File: src/rtl/uart_apb_rx_drain.sv
// uart_apb_rx_drain
//   APB3 master placed directly downstream of a CoreUARTapb slave (same PCLK).
//   Optionally programs the UART baud/config registers once after reset, then
//   drains received bytes by reading offset 0x04 whenever RXRDY is high, and
//   buffers each byte with its {framing, parity} error tag in a local FWFT FIFO
//   presented as a valid/ready stream.
//
//   Build option: define UART_RXDRAIN_INIT_EN to enable the two init writes
//   (0x08 <= BAUD_VALUE[7:0], 0x0C <= {BAUD_VALUE[12:8], CFG_BITS}).
//   Without it, reset enters IDLE and BAUD_VALUE/CFG_BITS are unused.
//
// Ports
//   PCLK, PRESET                   clock, synchronous active-high reset
//   M_PADDR/PSEL/PENABLE/PWRITE/
//   M_PWDATA (out), M_PRDATA/
//   M_PREADY (in)                  APB3 master port to the UART
//   RXRDY, PARITY_ERR,
//   FRAMING_ERR, OVERFLOW (in)     UART status flags
//   RX_DATA, RX_ERR, RX_VALID(out)
//   RX_READY (in)                  output byte stream, pop on RX_VALID & RX_READY
//   FIFO_LEVEL (out)               FIFO occupancy
//   OVF_STICKY (out)               UART overflow seen since reset
//   INIT_DONE (out)                init writes (if any) complete

module uart_apb_rx_drain #(
  parameter int unsigned FIFO_AW    = 4,
  parameter logic [12:0] BAUD_VALUE = 13'd0,
  parameter logic [2:0]  CFG_BITS   = 3'b001,
  parameter int unsigned HOLDOFF    = 2
) (
  input  logic               PCLK,
  input  logic               PRESET,
  output logic [4:0]         M_PADDR,
  output logic               M_PSEL,
  output logic               M_PENABLE,
  output logic               M_PWRITE,
  output logic [7:0]         M_PWDATA,
  input  logic [7:0]         M_PRDATA,
  input  logic               M_PREADY,
  input  logic               RXRDY,
  input  logic               PARITY_ERR,
  input  logic               FRAMING_ERR,
  input  logic               OVERFLOW,
  output logic [7:0]         RX_DATA,
  output logic [1:0]         RX_ERR,
  output logic               RX_VALID,
  input  logic               RX_READY,
  output logic [FIFO_AW:0]   FIFO_LEVEL,
  output logic               OVF_STICKY,
  output logic               INIT_DONE
);

  localparam int unsigned DEPTH  = 2 ** FIFO_AW;
  localparam int unsigned LW     = FIFO_AW + 1;
  localparam int unsigned EW     = 10;
  localparam int unsigned HW     = 8;
  // A zero holdoff would let IDLE resample RXRDY before the UART drops it.
  localparam int unsigned HOLD_N = (HOLDOFF < 1) ? 1 : HOLDOFF;

  localparam logic [4:0] ADDR_RXDATA = 5'h04;

  typedef enum logic [2:0] {
    S_INIT_C1,
    S_INIT_C2,
    S_IDLE,
    S_RD_SETUP,
    S_RD_ACCESS,
    S_HOLD
  } state_t;

`ifdef UART_RXDRAIN_INIT_EN
  localparam state_t     RESET_STATE = S_INIT_C1;
  localparam logic [4:0] ADDR_BAUD_LO = 5'h08;
  localparam logic [4:0] ADDR_CTRL    = 5'h0C;
`else
  localparam state_t     RESET_STATE = S_IDLE;
`endif

  state_t          r_state;
  logic [4:0]      r_paddr;
  logic            r_psel;
  logic            r_penable;
  logic            r_pwrite;
  logic [7:0]      r_pwdata;
  logic            r_init_done;
  logic            r_ovf;
  logic [HW-1:0]   r_hold;
  // Capture stage between the APB completion edge and the FIFO write.
  logic            r_cap_vld;
  logic [EW-1:0]   r_cap;

`ifdef UART_RXDRAIN_INIT_EN
  // Write sub-phase: 0 = not issued, 1 = setup, 2 = access.
  logic [1:0]      r_ph;
`else
  logic            w_unused_cfg;
  assign w_unused_cfg = ^{BAUD_VALUE, CFG_BITS};
`endif

  logic [EW-1:0]      r_mem [DEPTH];
  logic [FIFO_AW-1:0] r_wr_ptr;
  logic [FIFO_AW-1:0] r_rd_ptr;
  logic [LW-1:0]      r_level;
  logic               r_valid;

  logic               w_pop;
  logic               w_push;
  logic [LW-1:0]      w_level_nxt;
  logic               w_fifo_room;

  assign w_fifo_room = (r_level < LW'(DEPTH));
  assign w_pop       = r_valid & RX_READY;
  // A push into a full FIFO is only accepted alongside a pop.
  assign w_push      = r_cap_vld & (w_fifo_room | w_pop);

  // Next occupancy.
  always_comb begin
    w_level_nxt = r_level;
    case ({w_push, w_pop})
      2'b10:   w_level_nxt = r_level + LW'(1);
      2'b01:   w_level_nxt = r_level - LW'(1);
      default: w_level_nxt = r_level;
    endcase
  end

  // APB master sequencer, init writes and read drain.
  always_ff @(posedge PCLK) begin
    if (PRESET) begin
      r_state     <= RESET_STATE;
      r_paddr     <= '0;
      r_psel      <= 1'b0;
      r_penable   <= 1'b0;
      r_pwrite    <= 1'b0;
      r_pwdata    <= '0;
      r_init_done <= 1'b0;
      r_ovf       <= 1'b0;
      r_hold      <= '0;
      r_cap_vld   <= 1'b0;
      r_cap       <= '0;
`ifdef UART_RXDRAIN_INIT_EN
      r_ph        <= 2'd0;
`endif
    end else begin
      r_ovf     <= r_ovf | OVERFLOW;
      r_cap_vld <= 1'b0;
      case (r_state)
`ifdef UART_RXDRAIN_INIT_EN
        S_INIT_C1, S_INIT_C2: begin
          case (r_ph)
            2'd0: begin
              r_psel    <= 1'b1;
              r_penable <= 1'b0;
              r_pwrite  <= 1'b1;
              if (r_state == S_INIT_C1) begin
                r_paddr  <= ADDR_BAUD_LO;
                r_pwdata <= BAUD_VALUE[7:0];
              end else begin
                r_paddr  <= ADDR_CTRL;
                r_pwdata <= {BAUD_VALUE[12:8], CFG_BITS};
              end
              r_ph <= 2'd1;
            end
            2'd1: begin
              r_penable <= 1'b1;
              r_ph      <= 2'd2;
            end
            default: begin
              if (M_PREADY) begin
                r_psel    <= 1'b0;
                r_penable <= 1'b0;
                r_pwrite  <= 1'b0;
                r_ph      <= 2'd0;
                if (r_state == S_INIT_C1) begin
                  r_state <= S_INIT_C2;
                end else begin
                  r_state     <= S_IDLE;
                  r_init_done <= 1'b1;
                end
              end
            end
          endcase
        end
`endif
        S_IDLE: begin
          r_init_done <= 1'b1;
          if (RXRDY && w_fifo_room) begin
            r_psel    <= 1'b1;
            r_penable <= 1'b0;
            r_pwrite  <= 1'b0;
            r_paddr   <= ADDR_RXDATA;
            r_pwdata  <= '0;
            r_state   <= S_RD_SETUP;
          end
        end
        S_RD_SETUP: begin
          r_penable <= 1'b1;
          r_state   <= S_RD_ACCESS;
        end
        S_RD_ACCESS: begin
          if (M_PREADY) begin
            r_cap     <= {FRAMING_ERR, PARITY_ERR, M_PRDATA};
            r_cap_vld <= 1'b1;
            r_psel    <= 1'b0;
            r_penable <= 1'b0;
            r_hold    <= '0;
            r_state   <= S_HOLD;
          end
        end
        S_HOLD: begin
          // Give the UART time to drop RXRDY before it is looked at again.
          if (r_hold == HW'(HOLD_N - 1)) begin
            r_state <= S_IDLE;
          end else begin
            r_hold <= r_hold + HW'(1);
          end
        end
        default: begin
          r_state   <= S_IDLE;
          r_psel    <= 1'b0;
          r_penable <= 1'b0;
        end
      endcase
    end
  end

  // First-word-fall-through FIFO.
  always_ff @(posedge PCLK) begin
    if (PRESET) begin
      r_wr_ptr <= '0;
      r_rd_ptr <= '0;
      r_level  <= '0;
      r_valid  <= 1'b0;
      for (int i = 0; i < DEPTH; i++) begin
        r_mem[i] <= '0;
      end
    end else begin
      if (w_push) begin
        r_mem[r_wr_ptr] <= r_cap;
        r_wr_ptr        <= r_wr_ptr + FIFO_AW'(1);
      end
      if (w_pop) begin
        r_rd_ptr <= r_rd_ptr + FIFO_AW'(1);
      end
      r_level <= w_level_nxt;
      r_valid <= (w_level_nxt != '0);
    end
  end

  assign M_PADDR    = r_paddr;
  assign M_PSEL     = r_psel;
  assign M_PENABLE  = r_penable;
  assign M_PWRITE   = r_pwrite;
  assign M_PWDATA   = r_pwdata;
  assign RX_DATA    = r_mem[r_rd_ptr][7:0];
  assign RX_ERR     = r_mem[r_rd_ptr][9:8];
  assign RX_VALID   = r_valid;
  assign FIFO_LEVEL = r_level;
  assign OVF_STICKY = r_ovf;
  assign INIT_DONE  = r_init_done;

endmodule

File: config.mk
export PLATFORM = sky130hd
export DESIGN_NAME = uart_apb_rx_drain
export DESIGN_NICKNAME = d
export VERILOG_FILES = /design/src/rtl/uart_apb_rx_drain.sv
export SDC_FILE = /design/constraint.sdc
export NUM_CORES = 1
export LEC_CHECK = 0
export CAP_MARGIN = 20
export CORE_ASPECT_RATIO = 0.75
export CORE_UTILIZATION = 35
export DETAILED_ROUTE_END_ITERATION = 10
export GPL_ROUTABILITY_DRIVEN = 1
export MAX_ROUTING_LAYER = met4
export PLACE_DENSITY = 0.62
export SYNTH_ARGS = -nofsm -noshare
export SYNTH_HDL_FRONTEND = slang
export SYNTH_SLANG_ARGS = --single-unit
File: constraint.sdc
create_clock -name PCLK -period 3.16 [get_ports PCLK]
set_input_delay 0.474 -clock PCLK [delete_from_list [all_inputs] [get_ports PCLK]]
set_output_delay 0.474 -clock PCLK [all_outputs]
set_load 0.01 [all_outputs]
==> flow_summary.yaml, run 1 <==
final_layout:
  syn_to_final_growth_pct: 15.13
  fin_nets: 755
  drive_above_1_share_pct: 15.99
  utilization_pct: 41.53
place:
  place.port_buffers: 36
  post-dp-hpwl_um: 13690
  place.gp.congestion: 0.7839
die:
  die_area_mm2: 0.02770
  die_h_um: 144.4
  initial_utilization_pct: 36.08
  die_w_um: 191.9
  io_pins: 50
  std_cell_rows: 51
  design.core.area_mm2: 0.02623
timing:
  clock_skew_ns: 0.01634
  period_share_pct: 97.59
  finalHoldViolCount: 0
  rsz0062_at_grt: "no"
  max_slew_margin_pct: 47.17
  maxSlewViolCount: 0
  tightest_slew_ns: 0.7913
  fin_crit_ns: 3.084
  hold_ws_ns: 0.4776
  fmax_mhz: 324.3
  setup_violations: 0
synth:
  syn_area_per_cell_um2: 13.71
  synth_fa_ha_area_share_pct: 1.322
  synth_seq_cells: 205
  yosys.cell_types.count: 40
  synth_compound_area_share_pct: 2.407
  yosys.area_share.simple_pct: 17.19
  yosys_warnings: 0
  synth_xor_xnor_area_share_pct: 1.666
  synth_top_family_by_area: "simple AND/OR/NAND/NOR gates"
  synthMuxAreaShare_pct: 13.24
  synth.top_cells.by_area: "edfxtp_1, and2_1, dfxtp_1"
  yosys.area.top_type: "edfxtp_1"
  synth-seq-area-share_pct: 60.30
  postSynthCellCount: 690
  synth_top_area_share_pct: 50.78
  syn_area_mm2: 0.009462
drt:
  wire_per_inst_um: 19.90
  drt_iter0_markers: 527
  wl_um: 21690
  vias: 5379
  first_pass_iters: 5
  drc_errors: 0
  via_per_inst: 4.935
  ant_nets: 0
clock_network:
  cts_sinks: 205
  ctsLongestPathBuffers: 3
  cts.clk_slew.worst_paths_ns: 0.06
  cts_root_buf: "clkbuf_16"
  clk_latency_ns: 0.51
  cts_hold_buf: 0
  tritoncts: "done"
  cts_buffers: 21
  ctsHtreeMaxLevel: 1
global_routing:
  antenna_found_initial: 3
  grt_pass1_vias: 5243
  grt_pass1_wl_um: 32220
  grt_max_degree: 53
  grtUsageTotal_pct: 16.35
  gr-total-overflow: 0
pwr:
  p_clk_share_pct: 43.0
  pwr-share-seq_pct: 52.7
  p_leak_nw: 3.936
  max-vdd-ir-drop_mv: 0.3305
  p_int_mw: 4.552
  comb_power_share_pct: 4.3
  p_sw_share_pct: 21.20
  power_density_mw_per_mm2: 530.3
  p_switching_mw: 1.225
setup_path:
  crit_arrival_ns: 2.61
  crit_path_end_kind: "output port"
  cpMaxStageDelayCell: "mux4_2"
  worstPathRequired_ns: 2.69
  max_stage_delay_ns: 0.54
  cp-start-kind: "register"
  cpLargestDelayFamily: "multiplexers"
  critPathBufInv: 3
  worstPathCellList: "buf_12 > buf_4 > mux4_1 > mux4_2 > dlygate4sd2_1"
  path_max_fanout: 15
  critical_path_class: "register to output port"
outcome:
  outcome: "complete, no violations"
flow_run:
  cap_viol_max_count: 0
hold_path:
  hp-class: "register to register"
-- power by group through the flow --
| stage | clock, mW | sequential, mW | combinational (mW) |
|---|---|---|---|
| after floorplan | 0 | 3.08 | 0.163 |
| after global placement | 0 | 3.10 | 0.246 |
| after detailed placement | 0 | 3.10 | 0.248 |
| after CTS | 2.53 | 3.04 | 0.248 |
| after global routing | 2.64 | 3.05 | 0.267 |
| final | 2.49 | 3.04 | 0.247 |
-- worst paths after layout --
check | slack [ns] | to | cells after the start | start
min reg2reg | 0.48 | OVF_STICKY$_SDFF_PP0_ | 2 | OVF_STICKY$_SDFF_PP0_
max | 0.08 | RX_DATA[5] | 5 | register
max reg2reg | 0.83 | RX_VALID$_SDFF_PP0_ | 11 | RX_VALID$_SDFF_PP0_
min | 0.48 | OVF_STICKY$_SDFF_PP0_ | 2 | OVF_STICKY$_SDFF_PP0_
-- registers in the layout, indices dropped and copies added (netlist names), named ones only --
name,count
M_PSEL,1
r_cap,10
M_PENABLE,1
FIFO_LEVEL,5
r_state,3
M_PADDR,1
r_cap_vld,1
r_rd_ptr,4
r_mem,160
r_wr_ptr,4
INIT_DONE,1
OVF_STICKY,1
RX_VALID,1
r_hold,8
-- worst reg2reg max path, cell delays in order, from the launching register on --
cell,delay [ns]
dfxtp_1,0.37
nand2_1,0.14
a21oi_1,0.21
inv_1,0.10
ha_1,0.28
xor2_1,0.19
ha_1,0.22
a21oi_1,0.15
xor2_1,0.16
nor2_1,0.06
xnor2_1,0.18
a41oi_1,0.13
-- cells in the final DEF (no fill, tap or decap), types with 5 or more instances in the layout --
master and n:
inv_1 7, buf_4 28, mux4_1 18, nand2b_1 6
clkinv_2 5, nor3_1 7, ha_1 10, o21ai_0 6
mux4_2 32, and2_1 160, nand4_1 5, dfxtp_1 44
nor2_1 49, a21oi_1 23, nand2_1 39, clkdlybuf4s50_1 25
edfxtp_1 160, dlygate4sd2_1 6, conb_1 13, xor2_1 13
xnor2_1 5, or2_2 18, nor2b_1 5, clkbuf_16 22
-- cell families (layout without fill, tap and decap cells) --
group                    Yosys count  after routing
AND/OR/NAND/NOR                  295            295
AO/OA/AOI/OAI                     39             39
XOR/XNOR                          18             18
other                              1             15
multiplexers                      51             51
adder cells (fa/ha/maj)           10             10
buffers and inverters             71            113
flip-flops                       205            205
-- cell type report --
cell class                      instances  area (um2)
Fill cell                            2414       15330
Sequential cell                       205        5709
Clock inverter                         10       106.4
Timing Repair Buffer                   68       653.1
Tap cell                              344       430.4
Inverter                                7       26.28
Antenna cell                            2       5.005
Multi-Input combinational cell        426        3390
Clock buffer                           28       573.1
-- layer usage --
metal  part of all wire, %  vias up  track usage (%)  wire length, um
met5                     0        -                -                0
met4                   1.4        0            3.216              306
met2                    43      190            23.39             9282
met3                   7.2       27            3.421             1566
met1                    49     2652            23.87            10540
li1                      -     2510                -                -
-- synthesized netlist by cell type, drive strengths merged --
cell type and count:
nand4 5, nor2 49, nand3b 2, or2 18, conb 1, xnor2 5, mux2i 1, xor2 13
a22oi 1, a211oi 3, and2 160, o22ai 1, ha 10, dfxtp 45, buf 21, nand2 39
nand2b 6, nor3b 1, nand3 1, inv 7, a21o 1, o21ai 6, nor4b 1, mux4 50
o21a 1, nor3 7, clkbuf 43, a311oi 1, a41oi 1, and3 1, nor2b 5, o2111ai 1
edfxtp 160, a21oi 23
-- what timing repair did --
action,in CTS,in global routing
setup endpoints to repair,10,4
gates resized for setup,20,7
setup buffers,0,9
gates cloned,0,1
endpoints found under the hold margin,0,0
-- through the flow --
step | TNS [ns] | setup slack (ns) | total power, mW | area (um2) | instances
after floorplan | 0 | 0.6837 | 3.242 | 9507 | 702
after global routing | 0 | 0.02912 | 5.961 | 10890 | 1089
after detailed placement | 0 | 0.2735 | 3.348 | 10150 | 1040
after CTS | -0.1851 | -0.05496 | 5.821 | 10770 | 1078
final | 0 | 0.07617 | 5.777 | 10890 | 1090
after global placement | 0 | 0.3085 | 3.342 | 10150 | 1040
(Power assumes the default switching activity.)
==> run 2: changes to the inputs <==
==> constraint.sdc (replaced) <==
create_clock -name PCLK -period 3.9 [get_ports PCLK]
set_input_delay 0.585 -clock PCLK [delete_from_list [all_inputs] [get_ports PCLK]]
set_output_delay 0.585 -clock PCLK [all_outputs]
set_load 0.01 [all_outputs]
==> run 2 against run 1 <==
Compared with the run above:
- clock skew shrank 0.0048 ns
- setup slack gained 0.37 ns
- cell area decreased by 0.73%
- count of clock-buffer cells in the layout decreased by 1
==> flow_summary.yaml, run 2 (synthesis results as in run 1) <==
clock_network:
  cts.clk_slew.worst_paths_ns: 0.07
  post_cts_resize_count: 0
  cts_root_buf: "clkbuf_16"
  cts_buffers: 20
  cts_hold_buf: 0
  clk_latency_ns: 0.50
  cts_sinks: 205
  post-cts-setup-buffers: 0
  ctsLongestPathBuffers: 3
  tritoncts: "done"
  ctsHtreeMaxLevel: 1
hold_path:
  hp-class: "register to register"
  hold_depth: 2
  worstHoldStart: "INIT_DONE$_SDFFE_PP0P_"
die:
  initial_utilization_pct: 36.08
  std_cell_rows: 51
  die_h_um: 144.4
  die_area_mm2: 0.02770
  io_pins: 50
  design.core.area_mm2: 0.02623
  die_w_um: 191.9
final_layout:
  top_register: "r_mem"
  fin_nets: 741
  final_cell_mix: "and2_1, edfxtp_1, nor2_1, dfxtp_1, nand2_1"
  final_cells: 1074
  utilization_pct: 41.23
  largest_reg_flops: 160
  drive_above_1_share_pct: 12.35
  syn_to_final_growth_pct: 14.28
  stdcell_area_mm2: 0.01081
  nFillCells: 2392
  reg_top3: "r_mem: 160 flops, r_cap: 10 flops, r_hold: 8 flops"
drt:
  via_per_inst: 4.908
  wl_um: 21080
  drt_iter0_markers: 421
  first_pass_iters: 5
  vias: 5271
  wire_per_inst_um: 19.63
  ant_nets: 0
  drc_errors: 0
timing:
  max_slew_margin_pct: 45.68
  tns_ns: 0
  hold_ws_ns: 0.4746
  maxSlewViolCount: 0
  rsz0062_at_grt: "no"
  postLayoutSetupSlackWorst_ns: 0.4449
  fin_crit_ns: 3.455
  finalHoldViolCount: 0
  setup_violations: 0
  tightest_slew_ns: 0.8136
  period_share_pct: 88.59
  clock_skew_ns: 0.01150
  fmax_mhz: 289.4
pwr:
  total_power_mw: 4.746
  max-vdd-ir-drop_mv: 0.2573
  power_density_mw_per_mm2: 438.9
  p_leak_nw: 3.832
place:
  place.gp.congestion: 0.7718
  post-dp-hpwl_um: 13450
  place.port_buffers: 36
  pre_cts_slack_ns: 0.6320
  dpl.cell_count: 1037
  place_area_mm2: 0.01011
setup_path:
  regToRegStartpoint: "RX_VALID$_SDFF_PP0_"
  crit_path_end_kind: "output port"
  max_stage_delay_ns: 0.70
  crit_arrival_ns: 2.87
  path_max_fanout: 14
  critPathBufInv: 2
  crit_cells: 4
  worstPathCellList: "buf_4 > mux4_1 > mux4_2 > clkdlybuf4s50_1"
  cpLargestDelayFamily: "multiplexers"
  critical_path_class: "register to output port"
  worstPathRequired_ns: 3.31
  cpMaxStageDelayCell: "mux4_1"
  ff2ff_path_depth: 11
  cp-start-kind: "register"
global_routing:
  grt_max_degree: 53
  grtUsageTotal_pct: 16.27
  gr-total-overflow: 0
  antenna_found_initial: 3
  grt_pass1_wl_um: 31910
  grt_pass1_vias: 5165
flow_run:
  cap_viol_max_count: 0
outcome:
  outcome: "complete, no violations"
## run 2: worst register-to-register path, cell delays in order, from the launching register on
cell     delay (ns)
dfxtp_1        0.35
nand2_1        0.14
a21oi_1        0.40
inv_1          0.14
ha_1           0.30
xor2_1         0.19
ha_1           0.22
a21oi_1        0.16
xor2_1         0.15
nor2_1         0.06
xnor2_1        0.19
a41oi_1        0.13
## run 2: cell type report
cell class / count / area [um2] / area share (%)
diodes: 1 / 2.502 / 0.02314
repair buffers: 55 / 510.5 / 4.721
clock buffers: 27 / 548.0 / 5.068
flip-flops and latches: 205 / 5707 / 52.78
clock inverters: 9 / 150.1 / 1.389
well taps: 344 / 430.4 / 3.981
multi-input cells: 426 / 3438 / 31.80
inverters: 7 / 26.28 / 0.2430
## run 2: worst paths after layout
kind / to / slack [ns]
setup / recovery: RX_ERR[1] / 0.44
hold / removal: INIT_DONE$_SDFFE_PP0P_ / 0.47
setup reg to reg: RX_VALID$_SDFF_PP0_ / 1.32
hold reg to reg: INIT_DONE$_SDFFE_PP0P_ / 0.47
## run 2: routing by layer
layer  track usage, %  up-vias  part of all wire [%]
li1                 -     2487                     -
met1            24.45     2589                    50
met2            22.42      168                    42
met3            3.106       27                   6.7
met4            3.676        0                   1.9
met5                -        -                     0
## run 2: where the power goes
part,internal (mW),switching (mW)
logic,0.0874,0.112
registers,2.43,0.0328
clock network,1.26,0.829
total,3.77,0.973
==> run 3: changes to the inputs <==
--- a/config.mk
+++ b/config.mk
@@ -10,6 +10,7 @@
 export CORE_UTILIZATION = 35
 export DETAILED_ROUTE_END_ITERATION = 10
 export GPL_ROUTABILITY_DRIVEN = 1
+export HOLD_SLACK_MARGIN = 0.08
 export MAX_ROUTING_LAYER = met4
 export PLACE_DENSITY = 0.62
 export SYNTH_ARGS = -nofsm -noshare
==> results of run 3 <==
The final DEF is identical to that of run 2; final timing and power are the same.
